**config.mk**
```make
export PLATFORM = sky130hd
export DESIGN_NAME = conv_gpio_ctrl
export DESIGN_NICKNAME = d
export VERILOG_FILES = /design/src/rtl/conv_gpio_ctrl.sv
export SDC_FILE = /design/constraint.sdc
export NUM_CORES = 1
export LEC_CHECK = 0
export BUFFER_PORTS_ARGS = -buffer_cell sky130_fd_sc_hd__buf_2
export CORE_MARGIN = 2
export CORE_UTILIZATION = 50
export DETAILED_ROUTE_END_ITERATION = 8
export PLACE_DENSITY = 0.79
export SLEW_MARGIN = 20
export SYNTH_ARGS = -nofsm -noshare
export SYNTH_HDL_FRONTEND = slang
export SYNTH_SLANG_ARGS = --single-unit
```
**constraint.sdc**
```tcl
create_clock -name clk -period 6.05 [get_ports clk]
set_clock_uncertainty 0.2 [all_clocks]
set_input_delay 1.21 -clock clk [delete_from_list [all_inputs] [get_ports clk]]
set_output_delay 1.21 -clock clk [all_outputs]
set_load 0.03 [all_outputs]
```
**src/rtl/conv_gpio_ctrl.sv**
```systemverilog
// conv_gpio_ctrl
//   Command sequencer between a software-paced GPIO word and a 2D convolution datapath.
//   Each rising edge of i_gpio_valid triggers exactly one action, chosen by i_gpio_ctrl:
//     000 kernel row write, 010 pixel write, 100 last pixel write and start,
//     011 step the result read pointer. Command 001 loads the image length at level.
//   After the last pixel it pulses o_conv_start, waits for i_conv_done, then raises o_led.
// Ports
//   clk, rst           clock, synchronous active-high reset
//   i_gpio_*           GPIO payload, command and strobe
//   o_kernel_*         kernel row data and one-hot row write enable
//   o_img_len          last column address (image length - 1)
//   o_mem_*            image bank write data, address and one-hot bank enable
//   o_conv_start       one-cycle convolver start pulse
//   i_conv_done        convolvers finished (level)
//   o_rd_bank/addr     result read pointer; i_rd_data returns one cycle later
//   o_gpio_data        registered, zero-extended result word
//   o_led              convolution complete
module conv_gpio_ctrl #(
   parameter int unsigned NB_DATA = 24,
   parameter int unsigned N_CONV  = 2,
   parameter int unsigned NB_ADDR = 10,
   parameter int unsigned NB_OUT  = 13,
   parameter int unsigned NB_GPIO = 32,
   localparam int unsigned NB_BANK = $clog2(N_CONV) + 1,
   localparam int unsigned N_IMG   = N_CONV + 2
) (
   input  logic               clk,
   input  logic               rst,
   input  logic [NB_DATA-1:0] i_gpio_data,
   input  logic [2:0]         i_gpio_ctrl,
   input  logic               i_gpio_valid,
   output logic [NB_DATA-1:0] o_kernel_data,
   output logic [2:0]         o_kernel_we,
   output logic [NB_ADDR-1:0] o_img_len,
   output logic [NB_DATA-1:0] o_mem_data,
   output logic [NB_ADDR-1:0] o_mem_addr,
   output logic [N_IMG-1:0]   o_mem_we,
   output logic               o_conv_start,
   input  logic               i_conv_done,
   output logic [NB_BANK-1:0] o_rd_bank,
   output logic [NB_ADDR-1:0] o_rd_addr,
   input  logic [NB_OUT-1:0]  i_rd_data,
   output logic [NB_GPIO-1:0] o_gpio_data,
   output logic               o_led
);

   localparam int unsigned NB_BCNT = $clog2(N_IMG);

   localparam logic [2:0] CmdKernel = 3'b000;
   localparam logic [2:0] CmdLen    = 3'b001;
   localparam logic [2:0] CmdPixel  = 3'b010;
   localparam logic [2:0] CmdRead   = 3'b011;
   localparam logic [2:0] CmdLast   = 3'b100;

   typedef enum logic [1:0] {StLoad, StRun, StDone} state_e;

   state_e               state_q, state_d;
   logic                 valid_q, valid_d;
   logic [1:0]           k_cnt_q, k_cnt_d;
   logic [NB_ADDR-1:0]   a_cnt_q, a_cnt_d;
   logic [NB_BCNT-1:0]   b_cnt_q, b_cnt_d;
   logic [NB_ADDR-1:0]   img_len_q, img_len_d;
   logic [NB_DATA-1:0]   kernel_data_q, kernel_data_d;
   logic [2:0]           kernel_we_q, kernel_we_d;
   logic [NB_DATA-1:0]   mem_data_q, mem_data_d;
   logic [NB_ADDR-1:0]   mem_addr_q, mem_addr_d;
   logic [N_IMG-1:0]     mem_we_q, mem_we_d;
   logic                 start_pend_q, start_pend_d;
   logic                 conv_start_q, conv_start_d;
   logic [NB_BANK-1:0]   rd_bank_q, rd_bank_d;
   logic [NB_ADDR-1:0]   rd_addr_q, rd_addr_d;
   logic [NB_GPIO-1:0]   gpio_data_q, gpio_data_d;
   logic                 led_q, led_d;
   logic                 rise;
   logic                 do_write;

   always_comb begin
      rise          = i_gpio_valid & ~valid_q;
      do_write      = 1'b0;
      valid_d       = i_gpio_valid;
      state_d       = state_q;
      k_cnt_d       = k_cnt_q;
      a_cnt_d       = a_cnt_q;
      b_cnt_d       = b_cnt_q;
      img_len_d     = img_len_q;
      kernel_data_d = kernel_data_q;
      kernel_we_d   = '0;
      mem_data_d    = mem_data_q;
      mem_addr_d    = mem_addr_q;
      mem_we_d      = '0;
      start_pend_d  = 1'b0;
      // Start fires one cycle after the final pixel write leaves the block.
      conv_start_d  = start_pend_q;
      rd_bank_d     = rd_bank_q;
      rd_addr_d     = rd_addr_q;
      gpio_data_d   = NB_GPIO'(i_rd_data);
      led_d         = led_q;

      unique case (state_q)
         StLoad: begin
            if (i_gpio_ctrl == CmdLen) begin
               img_len_d = i_gpio_data[NB_ADDR-1:0];
            end
            if (rise) begin
               case (i_gpio_ctrl)
                  CmdKernel: begin
                     kernel_data_d = i_gpio_data;
                     kernel_we_d   = 3'b001 << k_cnt_q;
                     k_cnt_d       = (k_cnt_q == 2'd2) ? 2'd0 : k_cnt_q + 2'd1;
                  end
                  CmdPixel: do_write = 1'b1;
                  CmdLast: begin
                     do_write     = 1'b1;
                     start_pend_d = 1'b1;
                     state_d      = StRun;
                  end
                  default: ;
               endcase
            end
         end
         StRun: begin
            // Ignore done during the pending and pulse cycles so a stale done cannot
            // complete a run that has not started yet.
            if (i_conv_done && !start_pend_q && !conv_start_q) begin
               state_d = StDone;
               led_d   = 1'b1;
            end
         end
         StDone: begin
            if (rise && i_gpio_ctrl == CmdRead) begin
               if (rd_addr_q == img_len_q - NB_ADDR'(2)) begin
                  rd_addr_d = '0;
                  rd_bank_d = (rd_bank_q == NB_BANK'(N_CONV - 1)) ? '0 : rd_bank_q + 1'b1;
               end else begin
                  rd_addr_d = rd_addr_q + 1'b1;
               end
            end else if (rise && i_gpio_ctrl == CmdKernel) begin
               // Reload: the same strobe writes kernel row 0.
               state_d       = StLoad;
               led_d         = 1'b0;
               a_cnt_d       = '0;
               b_cnt_d       = '0;
               rd_addr_d     = '0;
               rd_bank_d     = '0;
               k_cnt_d       = 2'd1;
               kernel_data_d = i_gpio_data;
               kernel_we_d   = 3'b001;
            end
         end
         default: state_d = StLoad;
      endcase

      if (do_write) begin
         mem_we_d   = N_IMG'(1) << b_cnt_q;
         mem_addr_d = a_cnt_q;
         mem_data_d = i_gpio_data;
         if (a_cnt_q == img_len_q) begin
            a_cnt_d = '0;
            b_cnt_d = (b_cnt_q == NB_BCNT'(N_IMG - 1)) ? '0 : b_cnt_q + 1'b1;
         end else begin
            a_cnt_d = a_cnt_q + 1'b1;
         end
      end
   end

   always_ff @(posedge clk) begin
      if (rst) begin
         state_q       <= StLoad;
         valid_q       <= 1'b0;
         k_cnt_q       <= '0;
         a_cnt_q       <= '0;
         b_cnt_q       <= '0;
         img_len_q     <= '0;
         kernel_data_q <= '0;
         kernel_we_q   <= '0;
         mem_data_q    <= '0;
         mem_addr_q    <= '0;
         mem_we_q      <= '0;
         start_pend_q  <= 1'b0;
         conv_start_q  <= 1'b0;
         rd_bank_q     <= '0;
         rd_addr_q     <= '0;
         gpio_data_q   <= '0;
         led_q         <= 1'b0;
      end else begin
         state_q       <= state_d;
         valid_q       <= valid_d;
         k_cnt_q       <= k_cnt_d;
         a_cnt_q       <= a_cnt_d;
         b_cnt_q       <= b_cnt_d;
         img_len_q     <= img_len_d;
         kernel_data_q <= kernel_data_d;
         kernel_we_q   <= kernel_we_d;
         mem_data_q    <= mem_data_d;
         mem_addr_q    <= mem_addr_d;
         mem_we_q      <= mem_we_d;
         start_pend_q  <= start_pend_d;
         conv_start_q  <= conv_start_d;
         rd_bank_q     <= rd_bank_d;
         rd_addr_q     <= rd_addr_d;
         gpio_data_q   <= gpio_data_d;
         led_q         <= led_d;
      end
   end

   assign o_kernel_data = kernel_data_q;
   assign o_kernel_we   = kernel_we_q;
   assign o_img_len     = img_len_q;
   assign o_mem_data    = mem_data_q;
   assign o_mem_addr    = mem_addr_q;
   assign o_mem_we      = mem_we_q;
   assign o_conv_start  = conv_start_q;
   assign o_rd_bank     = rd_bank_q;
   assign o_rd_addr     = rd_addr_q;
   assign o_gpio_data   = gpio_data_q;
   assign o_led         = led_q;

endmodule

```
# Word level (Yosys, flattened, before mapping)
# Index checks and enable logic that the tools add are counted.
[classes] mux=46 multipliers=0 bitwise=5 order_cmp=0 shift=2 addsub=6 div_mod_pow=0 eq_ne=19 reduce_logical=23
[ops] operator="two-way mux 24 bit" n=4
[ops] operator="two-way mux 10 bit" n=7
[ops] operator="case mux 24 bit (2 select lines)" n=1
[ops] operator="two-way mux 2 bit" n=19
[ops] operator="adder 10 x 1 -> 10 bit, second input constant" n=2
[ops] operator="equality test 10 bit" n=2
[ops] operator="inequality test 2 bit, second input constant" n=6
[ops] operator="AND reduction 5 bit" n=2
[ops] operator="nonzero test 2 bit" n=5
[ops] operator="subtractor 10 x 2 -> 10 bit, second input constant" n=1
[ops] operator="two-way mux 1 bit" n=9
[ops] operator="adder 2 x 1 -> 2 bit, second input constant" n=3
[ops] operator="equality test 2 bit, second input constant" n=3
[ops] operator="equality test 3 x 2 -> 1 bit, second input constant" n=2
[ops] operator="two-way mux 3 bit" n=2
[ops] operator="case mux 2 bit (3 select lines)" n=1
[ops] operator="case mux 3 bit (2 select lines)" n=1
[ops] operator="AND reduction 3 bit" n=2
[ops] operator="equality test 2 x 1 -> 1 bit, second input constant" n=2
[ops] operator="logical AND 1 bit" n=4
[ops] operator="inequality test 2 x 1 -> 1 bit, second input constant" n=2
[ops] operator="NOT 1 bit" n=4
[ops] operator="case mux 2 bit (2 select lines)" n=1
[ops] operator="AND reduction 2 bit" n=2
[ops] operator="other kinds (12)" n=14
[totals] mem_bits_ro=0 latch_bits=0 input_bits=44 ramBits=0 elab_cells=119 mem_count=0 ff_bits=139

# Longest topological paths before layout
[logic_depth] word_depth=8 depth_mapped=11

# Worst setup path after synthesis
# OpenSTA, ideal clock, no wires.
[synth_path] path_type="register to register" start="register img_len_q[1], in the netlist o_img_len[1]" end="register rd_bank_q[0], in the netlist o_rd_bank[0]" synth_period_minus_slack_ns=2.995 n_path_buf=2 path_slack_ns=3.055 path_stages_with_launch=11 arrival_time_ns=2.721 cell_sequence="dfxtp_1 buf_2 inv_1 ha_1 clkbuf_1 o21ba_2 a221o_1 a222oi_1 o211ai_1 or4_1 a31oi_1"
[synth_via] elab_chain_len=4
[synth_rtl] item="start: declaration" line_no="62" source="logic [NB_ADDR-1:0] img_len_q, img_len_d;"
[synth_rtl] item="start signal: assignment" line_no="191" source="img_len_q <= img_len_d;"
[synth_rtl] item="subtractor 10 x 2 -> 10 bit" line_no="131" source="if (rd_addr_q == img_len_q - NB_ADDR'(2)) begin"
[synth_rtl] item="equality test 10 bit" line_no="131"
[synth_rtl] item="inequality test 2 x 1 -> 1 bit (no line)"
[synth_rtl] item="AND reduction 3 bit (no line)"
[synth_rtl] item="end signal: assignment" line_no="199" source="rd_bank_q <= rd_bank_d;"
[synth_rtl] item="end: declaration" line_no="70" source="logic [NB_BANK-1:0] rd_bank_q, rd_bank_d;"
# Every way passes these cells.
# A chain may end at the register's enable or synchronous reset.

# Worst setup path after layout
# Ends and elaborated chain as after synthesis.

==> impl_results.md <==
- RSZ-0062 raised after global routing: false
- Crit Path Class: reg -> reg
- Site Rows: 36
- Worst hold slack: 0.2435 ns
- Synthesized area per cell: ~8 µm²
- Largest net degree at the start of global routing: 113
- Initial Util: 51.48%
- First-pass GRT wire length: between 20,000 and 25,000 µm
- Largest fanout on the critical path: 12
- HPWL after DPL: 8458 µm
- Crit Reg-Reg Startpoint: o_img_len[1]
- Cell Area, Placed: approximately 0.0057 mm²
- Drt via density: 5.270
- Netlist cell types: 49
- Synthesized area: 0.005032 mm²
- Most frequent cells in the layout: 144 x buf_2, 142 x nand2_1, 120 x dfxtp_1
- CTS Hold Bufs: 0
- Drt total wl: 12,750 µm
- Root buf cell: clkbuf_8
- Min-delay worst type: reg -> reg
- Status: finished clean
- Flops & latches, synth: 120
- Worst setup path start: o_img_len[1]
- Vias in the first global route: approximately 4.3k
- Chip height: 104.3 µm
- Die W: 104.3 µm
- Leakage power figure: 2.710 nW
- PnR worst setup slack: 2.839 ns
- Share of layout cells above drive strength 1: 24.77%
- Main combinational cell family by area after synthesis: simple AND/OR/NAND/NOR gates
- Routed Antenna Nets: 0
- GRT Overall Usage: 23.26%
- Critical Path AT: 3.44 ns
- Io pins: ~170
- CTS Sinks: 120
- H-tree levels: 4
- Critical path launch point type: flop
- Mux cell area share after synthesis: between 1.5 and 2%
- Post-CTS Setup Inserts: 0
- Placed insts: 856
- Cts repair resizes: 0
- Final Setup Violations: 0
- Most common cell after layout, fill and taps aside: buf_2
- XOR/XNOR share of the synthesized area: 4.276%
- Top_reg_cell synth: dfxtp_1
- Worst Hold Launch: o_rd_bank[1]
- Pwr Density: between 300 and 400 mW/mm²
- DIE AREA: between 0.01 and 0.015 mm²
- DRC Markers: 0
- Wire length per cell: roughly 14 µm
- TritonRoute pass-1 iters: 5
- Synth Area in Compound Gates: 14.05%
- F_max: 311.4 MHz
- Syn Inst Count: 618
- Nets: between 700 and 800
- Worst slack, placed: approximately 2.5 ns
- CTS clock-pin slew for the worst setup and hold paths: 0.06 ns
- Max VDD drop: 0.1750 mV
- Simple-Gate Fraction of Synth Area: between 20% and 30%
- Least-Margin Pin Slew: between 0.8 and 0.9 ns
- IO buf count: around 150
- Max_cap viols: 0
- GR Overflow Total: 0
- Crit end category: flop
- Final Hold Fails: 0
- Slew headroom: 46.33%
- Worst Path Required: 6.28 ns
- Initial antenna violation count: 0
- Fin area: 0.006390 mm²
- Sum Neg Setup Slack: 0 ns
- # diodes: 0
- Post-route insts no fill: 888
- Adder-cell share of the synthesized area: 0.9945%
- Initial DRC Count: around 290
- DR vias: 4,680
- CTS tree: built
- Clk Latency, worst-skew pair: 0.52 ns
- CTS max path bufs: 2
- Ys Warns: 0
- FFs w/ async S/R, synth: 0%
- Core area: 0.009774 mm²
- Sequential area share after synthesis: 47.74%
- Final slew viol count: 0
- Placer Congestion: 0.8968
- Post-synth EDFFs: 0
- Crit share post-route: 53.07%
- Num CTS Buffers: 17
- Area grow syn2layout: 26.98%
- Clock period minus worst slack: 3.211 ns
[state kept, by name (all words and copies together), names as in the netlist, 3 cells and up]
| signal | cells |
|---|---|
| o_kernel_data | 24 |
| o_mem_data | 24 |
| o_gpio_data | 13 |
| a_cnt_q | 10 |
| o_img_len | 10 |
| o_mem_addr | 10 |
| o_rd_addr | 10 |
| o_mem_we | 4 |
| o_kernel_we | 3 |
[Yosys cell counts (all sizes together), types with 3 or more instances]
| library cell | count | area [µm²] |
|---|---|---|
| nor3b | 6 | 45.04 |
| nor2b | 18 | 112.6 |
| nand3 | 13 | 65.06 |
| nand2 | 142 | 533.0 |
| nand2b | 4 | 25.02 |
| clkbuf | 37 | 140.1 |
| nor4 | 6 | 37.54 |
| buf | 24 | 165.2 |
| o21ai | 12 | 60.06 |
| nand4 | 6 | 37.54 |
| nor2 | 44 | 165.2 |
| o211ai | 7 | 52.55 |
| dfxtp | 120 | 2402 |
| a41oi | 5 | 43.79 |
| or3 | 3 | 18.77 |
| nor3 | 8 | 40.04 |
| o22ai | 5 | 31.28 |
| a21oi | 75 | 375.4 |
| or4 | 3 | 22.52 |
| and3 | 7 | 43.79 |
| ha | 4 | 50.05 |
| xor2 | 4 | 35.03 |
| mux2i | 10 | 100.1 |
| inv | 9 | 33.78 |
| xnor2 | 18 | 157.7 |
[per-stage QoR]
stage,util (%),total power [mW]
finish,65.37,2.065
detailed placement,58.59,1.001
global route,65.37,2.135
CTS,65.22,2.086
global placement,58.54,0.9957
floorplan,-,0.9596
[routing by layer]
metal  vias to the layer above  wire (µm)  GRT usage [%]
met1                      2180       5137          26.87
met5                         -          0              0
met2                       179       6585          41.08
met4                         0        181          8.880
met3                        21        842          5.952
li1                       2300          -              -
[report_power, final]
group / leakage [nW] / internal (mW) / switching (mW)
clock: 0.311 / 0.727 / 0.351
combinational: 1.43 / 0.0498 / 0.114
sequential: 0.973 / 0.809 / 0.0141
total: 2.71 / 1.59 / 0.480
[cell type report]
| cell class | count | area (µm²) |
|---|---|---|
| Multi-Input combinational cell | 446 | 2385 |
| Fill cell | 841 | 3385 |
| Clock buffer | 23 | 486.7 |
| Clock inverter | 9 | 161.4 |
| Inverter | 9 | 33.78 |
| Timing Repair Buffer | 148 | 754.5 |
| Sequential cell | 120 | 2402 |
| Tap cell | 133 | 166.4 |
[final timing paths]
kind / end / slack, ns / cells past startpoint
min: o_rd_bank[1] / 0.24 / 2
min reg2reg: o_rd_bank[1] / 0.24 / 2
max: o_rd_bank[0] / 2.84 / 9
max reg2reg: o_rd_bank[0] / 2.84 / 9
[cells by family after synthesis]
family,after synthesis
other,1
adders and majority gates,4
buffers and inverters,70
muxes,10
AOI/OAI and AO/OA,121
and+or+nand+nor,269
DFF,120
xor gates and xnor gates,23
[critical path: stages, from the launching register on]
cell      delay [ns]
dfxtp_1         0.56
inv_1           0.10
ha_1            0.33
o21ba_2         0.24
a221o_1         0.35
a222oi_1        0.37
o211ai_1        0.15
buf_4           0.20
or4_1           0.46
a31oi_1         0.16
(Power assumes the default switching activity.)
